### src/rtl/lsu_pkg.sv
// ----------------------------------------------------------------------------
// lsu_pkg
//   Shared definitions for the load/store unit in front of the word-addressed
//   Ram:
//     - RV32I load/store funct3 encodings (F3_B, F3_H, F3_W, F3_BU, F3_HU)
//     - lsu_state_t, the state encoding of the access sequencer
//     - RAM_AW_DEFAULT, the default Ram word-address width
//     - small decode helpers for legality and access size
//   Optional build macro used by the users of this package:
//     LSU_MISALIGN_TRAP_EN - reject misaligned half/word accesses.
// ----------------------------------------------------------------------------
package lsu_pkg;

  localparam int RAM_AW_DEFAULT = 14;

  localparam logic [2:0] F3_B  = 3'd0;
  localparam logic [2:0] F3_H  = 3'd1;
  localparam logic [2:0] F3_W  = 3'd2;
  localparam logic [2:0] F3_BU = 3'd4;
  localparam logic [2:0] F3_HU = 3'd5;

  typedef enum logic [2:0] {
    ST_IDLE = 3'd0,
    ST_RD   = 3'd1,
    ST_DATA = 3'd2,
    ST_WR   = 3'd3,
    ST_RESP = 3'd4
  } lsu_state_t;

  // Loads accept LB/LH/LW/LBU/LHU; stores accept SB/SH/SW only.
  function automatic logic f3_legal(input logic we, input logic [2:0] f3);
    logic ok;
    if (we) begin
      ok = (f3 == F3_B) || (f3 == F3_H) || (f3 == F3_W);
    end else begin
      ok = (f3 == F3_B) || (f3 == F3_H) || (f3 == F3_W) ||
           (f3 == F3_BU) || (f3 == F3_HU);
    end
    return ok;
  endfunction

  // Half-word access (signed or unsigned); only meaningful for legal codes.
  function automatic logic f3_is_half(input logic [2:0] f3);
    return (f3 == F3_H) || (f3 == F3_HU);
  endfunction

endpackage : lsu_pkg

### src/rtl/lsu_lane_align.sv
// ----------------------------------------------------------------------------
// lsu_lane_align
//   Purely combinational byte-lane logic shared by loads and sub-word stores.
//   Ports:
//     word_i    [31:0] word read from the Ram
//     wdata_i   [31:0] right-aligned store data
//     off_i     [1:0]  byte offset within the word (addr[1:0])
//     funct3_i  [2:0]  RV32I funct3 of the access
//     load_o    [31:0] selected lane, sign- or zero-extended
//     merge_o   [31:0] word_i with the store lane replaced by wdata_i
//   Word accesses ignore off_i; half accesses only look at off_i[1].
// ----------------------------------------------------------------------------
module lsu_lane_align
  import lsu_pkg::*;
(
  input  logic [31:0] word_i,
  input  logic [31:0] wdata_i,
  input  logic [1:0]  off_i,
  input  logic [2:0]  funct3_i,
  output logic [31:0] load_o,
  output logic [31:0] merge_o
);

  logic [7:0]  byte_sel;
  logic [15:0] half_sel;

  // Lane extraction for loads.
  always_comb begin
    byte_sel = word_i[7:0];
    unique case (off_i)
      2'd0: byte_sel = word_i[7:0];
      2'd1: byte_sel = word_i[15:8];
      2'd2: byte_sel = word_i[23:16];
      2'd3: byte_sel = word_i[31:24];
      default: byte_sel = word_i[7:0];
    endcase
    half_sel = off_i[1] ? word_i[31:16] : word_i[15:0];
  end

  always_comb begin
    load_o = word_i;
    case (funct3_i)
      F3_B:    load_o = {{24{byte_sel[7]}}, byte_sel};
      F3_BU:   load_o = {24'd0, byte_sel};
      F3_H:    load_o = {{16{half_sel[15]}}, half_sel};
      F3_HU:   load_o = {16'd0, half_sel};
      default: load_o = word_i;
    endcase
  end

  // Lane insertion for read-modify-write stores. SW never reaches the merge
  // path in practice, but falls back to the raw store data for completeness.
  always_comb begin
    merge_o = wdata_i;
    case (funct3_i)
      F3_B: begin
        merge_o = word_i;
        unique case (off_i)
          2'd0: merge_o[7:0]   = wdata_i[7:0];
          2'd1: merge_o[15:8]  = wdata_i[7:0];
          2'd2: merge_o[23:16] = wdata_i[7:0];
          2'd3: merge_o[31:24] = wdata_i[7:0];
          default: merge_o     = word_i;
        endcase
      end
      F3_H: begin
        merge_o = word_i;
        if (off_i[1]) begin
          merge_o[31:16] = wdata_i[15:0];
        end else begin
          merge_o[15:0]  = wdata_i[15:0];
        end
      end
      default: merge_o = wdata_i;
    endcase
  end

endmodule : lsu_lane_align

### src/rtl/lsu_ram_port.sv
// ----------------------------------------------------------------------------
// lsu_ram_port
//   Load/store unit between the rv32i execute stage and a 32-bit word-
//   addressed Ram without byte enables (1-cycle synchronous read).
//   One access in flight at a time; sub-word stores are read-modify-write.
//
//   Parameters:
//     RAM_AW      Ram word-address width (default 14)
//   Ports:
//     clk         system clock, rising edge
//     rst         asynchronous, active-low reset
//     req_valid   core request present
//     req_ready   accepting requests (IDLE only, low while in reset)
//     req_we      1 = store, 0 = load
//     req_funct3  RV32I funct3 of the access
//     req_addr    byte address; [RAM_AW+1:2] is the word, higher bits ignored
//     req_wdata   right-aligned store data
//     resp_valid  one-cycle completion pulse (no backpressure)
//     resp_rdata  extended load data, 0 for stores and errors
//     resp_err    access rejected without touching the Ram
//     ram_ren / ram_raddr                Ram read port
//     ram_wen / ram_waddr / ram_wdata    Ram write port
//     ram_rdata   Ram read data, valid the cycle after ram_ren
//
//   Build option:
//     LSU_MISALIGN_TRAP_EN  when defined, misaligned half/word accesses return
//                           resp_err; otherwise alignment bits are ignored.
//
//   Timing from the accept edge: SW resp at +2, loads +3, SB/SH +4,
//   errors +1. All outputs except req_ready are registered Moore outputs.
// ----------------------------------------------------------------------------
module lsu_ram_port
  import lsu_pkg::*;
#(
  parameter int RAM_AW = RAM_AW_DEFAULT
) (
  input  logic              clk,
  input  logic              rst,
  input  logic              req_valid,
  output logic              req_ready,
  input  logic              req_we,
  input  logic [2:0]        req_funct3,
  input  logic [31:0]       req_addr,
  input  logic [31:0]       req_wdata,
  output logic              resp_valid,
  output logic [31:0]       resp_rdata,
  output logic              resp_err,
  output logic              ram_wen,
  output logic              ram_ren,
  output logic [RAM_AW-1:0] ram_waddr,
  output logic [RAM_AW-1:0] ram_raddr,
  output logic [31:0]       ram_wdata,
  input  logic [31:0]       ram_rdata
);

  // --------------------------------------------------------------------------
  // State and capture registers
  // --------------------------------------------------------------------------
  lsu_state_t        state_q;
  logic              we_q;
  logic [2:0]        f3_q;
  logic [RAM_AW-1:0] word_q;
  logic [1:0]        off_q;
  logic [31:0]       wdata_q;

  // Registered outputs
  logic              resp_valid_q;
  logic [31:0]       resp_rdata_q;
  logic              resp_err_q;
  logic              ram_ren_q;
  logic              ram_wen_q;
  logic [RAM_AW-1:0] ram_raddr_q;
  logic [RAM_AW-1:0] ram_waddr_q;
  logic [31:0]       ram_wdata_q;

  // --------------------------------------------------------------------------
  // Request decode
  // --------------------------------------------------------------------------
  logic [RAM_AW-1:0] req_word;
  logic              req_legal;
  logic              req_misaligned;
  logic              req_reject;
  logic              req_is_sw;
  logic              unused_addr_hi;

  assign req_word  = req_addr[RAM_AW+1:2];
  assign req_legal = f3_legal(req_we, req_funct3);
  assign req_is_sw = req_we && (req_funct3 == F3_W);

  // Address bits above the Ram window are deliberately ignored.
  assign unused_addr_hi = ^req_addr[31:RAM_AW+2];

`ifdef LSU_MISALIGN_TRAP_EN
  assign req_misaligned = (f3_is_half(req_funct3) && req_addr[0]) ||
                          ((req_funct3 == F3_W) && (req_addr[1:0] != 2'd0));
`else
  assign req_misaligned = 1'b0;
`endif

  assign req_reject = !req_legal || req_misaligned;

  // --------------------------------------------------------------------------
  // Lane extraction / merge on the word coming back from the Ram
  // --------------------------------------------------------------------------
  logic [31:0] load_word;
  logic [31:0] merge_word;

  lsu_lane_align u_lane_align (
    .word_i   (ram_rdata),
    .wdata_i  (wdata_q),
    .off_i    (off_q),
    .funct3_i (f3_q),
    .load_o   (load_word),
    .merge_o  (merge_word)
  );

  // --------------------------------------------------------------------------
  // Sequencer. Outputs are loaded on the transition into the state that owns
  // them and cleared by default otherwise, so each is high exactly while the
  // owning state is current and its address/data buses read 0 elsewhere.
  // --------------------------------------------------------------------------
  always_ff @(posedge clk or negedge rst) begin
    if (!rst) begin
      state_q      <= ST_IDLE;
      we_q         <= 1'b0;
      f3_q         <= 3'd0;
      word_q       <= '0;
      off_q        <= 2'd0;
      wdata_q      <= 32'd0;
      resp_valid_q <= 1'b0;
      resp_rdata_q <= 32'd0;
      resp_err_q   <= 1'b0;
      ram_ren_q    <= 1'b0;
      ram_wen_q    <= 1'b0;
      ram_raddr_q  <= '0;
      ram_waddr_q  <= '0;
      ram_wdata_q  <= 32'd0;
    end else begin
      resp_valid_q <= 1'b0;
      resp_rdata_q <= 32'd0;
      resp_err_q   <= 1'b0;
      ram_ren_q    <= 1'b0;
      ram_wen_q    <= 1'b0;
      ram_raddr_q  <= '0;
      ram_waddr_q  <= '0;
      ram_wdata_q  <= 32'd0;

      unique case (state_q)
        ST_IDLE: begin
          if (req_valid) begin
            we_q    <= req_we;
            f3_q    <= req_funct3;
            word_q  <= req_word;
            off_q   <= req_addr[1:0];
            wdata_q <= req_wdata;
            if (req_reject) begin
              state_q      <= ST_RESP;
              resp_valid_q <= 1'b1;
              resp_err_q   <= 1'b1;
            end else if (req_is_sw) begin
              // Full-word store needs no old data: write straight away.
              state_q     <= ST_WR;
              ram_wen_q   <= 1'b1;
              ram_waddr_q <= req_word;
              ram_wdata_q <= req_wdata;
            end else begin
              state_q     <= ST_RD;
              ram_ren_q   <= 1'b1;
              ram_raddr_q <= req_word;
            end
          end
        end

        ST_RD: begin
          // Ram samples the read address at the end of this cycle.
          state_q <= ST_DATA;
        end

        ST_DATA: begin
          if (we_q) begin
            state_q     <= ST_WR;
            ram_wen_q   <= 1'b1;
            ram_waddr_q <= word_q;
            ram_wdata_q <= merge_word;
          end else begin
            state_q      <= ST_RESP;
            resp_valid_q <= 1'b1;
            resp_rdata_q <= load_word;
          end
        end

        ST_WR: begin
          state_q      <= ST_RESP;
          resp_valid_q <= 1'b1;
        end

        ST_RESP: begin
          state_q <= ST_IDLE;
        end

        default: begin
          state_q <= ST_IDLE;
        end
      endcase
    end
  end

  // Ready is the only decoded output; gating with rst keeps it low for the
  // whole reset window and high in the very first cycle after release.
  assign req_ready  = (state_q == ST_IDLE) && rst;

  assign resp_valid = resp_valid_q;
  assign resp_rdata = resp_rdata_q;
  assign resp_err   = resp_err_q;
  assign ram_ren    = ram_ren_q;
  assign ram_wen    = ram_wen_q;
  assign ram_raddr  = ram_raddr_q;
  assign ram_waddr  = ram_waddr_q;
  assign ram_wdata  = ram_wdata_q;

endmodule : lsu_ram_port
### config.mk
export PLATFORM = sky130hd
export DESIGN_NAME = lsu_ram_port
export DESIGN_NICKNAME = d
export VERILOG_FILES = /design/src/rtl/lsu_pkg.sv /design/src/rtl/lsu_lane_align.sv /design/src/rtl/lsu_ram_port.sv
export SDC_FILE = /design/constraint.sdc
export NUM_CORES = 1
export LEC_CHECK = 0
export BUFFER_PORTS_ARGS = -buffer_cell sky130_fd_sc_hd__buf_4
export CAP_MARGIN = 40
export CORE_UTILIZATION = 45
export CTS_BUF_LIST = sky130_fd_sc_hd__clkbuf_16
export CTS_CLUSTER_DIAMETER = 50
export CTS_CLUSTER_SIZE = 20
export DETAILED_ROUTE_END_ITERATION = 10
export GPL_TIMING_DRIVEN = 0
export PLACE_DENSITY = 0.81
export SLEW_MARGIN = 20
export SYNTH_ARGS = -nofsm -noshare
export SYNTH_HDL_FRONTEND = slang
export SYNTH_SLANG_ARGS = --single-unit
### constraint.sdc
create_clock -name clk -period 1.9 [get_ports clk]
set_clock_uncertainty 0.05 [all_clocks]
set_input_delay 0.095 -clock clk [delete_from_list [all_inputs] [get_ports clk]]
set_output_delay 0.095 -clock clk [all_outputs]
set_load 0.1 [all_outputs]
==> metrics.cfg <==
[run_status]
status=finished, violations left
violations=negative setup slack

[clocking]
htree_levels=4
path_clk_slew_ps=70
cts_sinks=151
clock-root-buffer=clkbuf_16
cts_made_buffers=17
clk_latency_ps=430
clock_path_buffers=2
cts_tree=done

[setup_path]
regToRegSetupSlack_ps=-70
worstSetupStartpointType=register
rr_endpoint=resp_rdata[25]$_DFF_PN0_
reg2reg_from=state_q[2]$_DFFE_PN0P_
crit_fanout=7
arrival_ps=2290
cp-endpoint=resp_rdata[25]$_DFF_PN0_
cp_slowest_cell=or4b_4
endpoint_kind=register
required_ps=2220
cp_cell_sequence=buf_6, or4b_4, a211oi_2, o211a_4, buf_12, buf_8, a21o_1
critPathLaunch=state_q[2]$_DFFE_PN0P_
crit_type=register to register
reg2reg_depth=7
critPathMaxStageDelay_ps=550

[timing]
setup_ws_ps=-74.9
slew_violations=0
fmax_mhz=506
rsz0062_at_grt=yes
fin_crit_sh=1.04
tightest_slew_ps=714
whs_ps=106
hold_violations=0
tns_ps=-670
min_period_ps=1970
relSlewSlack=0.517
report.final.setup_viol=11

[global_route]
grt_pass1_vias=6385
grt_pass1_wl_mm=34.1
grt_remaining_overflow=0
antenna_found_initial=0
grt_usage=0.308
grt_max_degree=102

[logic_synthesis]
netlist_area_mm2=0.00656
ys_ff_latch=151
synth-edff-count=0
synth_fp_nets=743
ys_seq_area_frac=0.576
syn_inst=640
ys_types=38
synth_compound_area_frac=0.185
avgSynthCellArea_um2=10.3
synth-xor-area-share=0
synthFlopType=dfrtp_1
synth-adder-area-share=0
yosys_warnings=0
synth_top_family_by_area=compound AO/OA/AOI/OAI gates
muxShareOfSynthArea=0.0412
async_flop_share=1.00
synthSimpleGateAreaFrac=0.161

[floorplan]
die_area_mm2=0.0151
fp.dieH_um=123
io_pins=200
initial_core_util=0.467
rows=43
core_mm2=0.0140
die_w_um=123

[worst_hold_path]
hold_class=primary input to async pin

[final_layout]
drive_gt1_frac=0.321
syn_to_final_growth_pct=51.7
ff_latch_area_mm2=0.00378
fin_cells=1128
multi_input_area_mm2=0.00269
diodes=0
fillers=969
fin_nets=1038

[routing]
dr_total_vias=6360
wirelength_mm=22.2
drtIter0Drc=633
drc=0
viasPerCell=5.64
drtAntennaViolNets=0
wl_per_cell_um=19.7
drtPass1Iterations=5

[power_and_ir_drop]
ir_worst_vdd_uv=997
p_per_area_mw_per_mm2=1650
p_leak_nw=5.25
total_power_mw=16.4

[place]
place_inst=1004
place_ws_ps=-447
io_buffers=183
hpwl_mm=14.1
routabilityCongestion=0.932

[run]
maxCapViolCount=0

==> flip-flops by register name, indices dropped and copies added (netlist names) <==
name,count
resp_valid,1
off_q,2
ram_raddr,14
wdata_q,32
word_q,14
state_q,3
ram_waddr,14
resp_err,1
resp_rdata,32
we_q,1
f3_q,3
ram_wen,1
ram_wdata,32
ram_ren,1
==> routing by layer <==
layer | routed length (um) | share of wire | track usage | vias to the layer above
met5 | 0 | 0 | 0 | -
met3 | 2070 | 0.093 | 0.0632 | 85
li1 | - | - | - | 2836
met2 | 10400 | 0.47 | 0.482 | 386
met4 | 1000 | 0.045 | 0.167 | 0
met1 | 8710 | 0.39 | 0.400 | 3053
==> timing repair <==
action                     4_1_cts  5_1_grt
resized for setup               36       39
gates cloned                     1        0
pin swaps                        3        3
hold endpoints to repair       222        0
setup endpoints to repair      129      123
hold buffers                    87        0
buffers inserted                 5        5
==> worst min-delay path by stage <==
stage	from	to	depth (start not counted)
global placement	req_wdata[21]	wdata_q[21]$_DFFE_PN0P_	3
CTS	req_funct3[1]	resp_err$_DFF_PN0_	3
global route	rst	resp_rdata[27]$_DFF_PN0_	2
detailed placement	rst	resp_rdata[20]$_DFF_PN0_	1
finish	rst	resp_rdata[26]$_DFF_PN0_	2
floorplan	rst	f3_q[0]$_DFFE_PN0P_	0
==> cell type report <==
| cell class | instances | area share |
|---|---|---|
| plain buffers | 39 | 0.0220 |
| repair buffers | 281 | 0.241 |
| multi-input cells | 433 | 0.270 |
| clock buffers | 17 | 0.0428 |
| flip-flops and latches | 151 | 0.380 |
| inverters | 12 | 0.00453 |
| clock inverters | 15 | 0.0167 |
| well taps | 180 | 0.0226 |
==> cell usage in the layout (no fill, tap or decap), types with 11 or more instances in the layout <==
master / synthesis / final
buf_4: 1 / 193
nand2_1: 172 / 170
dfrtp_1: 151 / 149
dlygate4sd3_1: 0 / 87
o21ai_0: 37 / 36
mux2i_1: 27 / 26
a21o_1: 26 / 25
clkbuf_2: 0 / 18
clkbuf_16: 0 / 17
o22ai_1: 16 / 16
and2_1: 15 / 15
a22o_1: 14 / 14
nor2_1: 17 / 13
a221oi_1: 16 / 13
inv_1: 12 / 12
a211oi_2: 1 / 11
==> cells in the mapped netlist (2+ instances only) <==
master    number  area, um2
a31o_2         8       70.1
nor3_1         4       20.0
dfrtp_1      151       3780
a221oi_1      16        140
nor4b_1        2       17.5
or2_2          2       12.5
a221o_1        8       80.1
and3_1         9       56.3
a22o_1        14        123
nand3b_1       3       22.5
a21oi_1       11       55.1
buf_6          2       22.5
nor2_1        17       63.8
a211oi_1      17        128
nand3_1        2       10.0
a21o_1        26        195
nand2b_1      10       62.6
o21ai_0       37        185
buf_2          4       20.0
o32ai_1        2       17.5
o221a_2        7       78.8
buf_1          2       7.51
mux2i_1       27        270
o22ai_1       16        100
nand2_1      172        646
inv_1         12       45.0
and2_1        15       93.8
clkbuf_1      34        128
==> worst max-delay path: cells and delay by family (launching register included) <==
| kind | cells | cell delay [ps] |
|---|---|---|
| flops | 1 | 380 |
| simple gates | 1 | 550 |
| compound gates | 3 | 580 |
| buf+inv | 3 | 350 |
==> power by group <==
part,leakage [nW],switching (mW),internal [mW]
Clock,0.289,1.45,1.97
Sequential,2.00,0.762,4.15
Combinational,2.96,5.81,2.28
Total,5.25,8.02,8.40
==> metrics by stage <==
step | area [um2] | util
finish | 9950 | 0.709
global route | 9950 | 0.709
CTS | 9840 | 0.701
detailed placement | 8210 | 0.585
global placement | 8170 | 0.582
floorplan | 6580 | -
==> kinds of logic after synthesis <==
group / Yosys count
mux: 27
flops: 151
simple gates: 241
compound gates: 165
buf+inv: 56
Note: power is estimated with default switching activity, not from simulation.
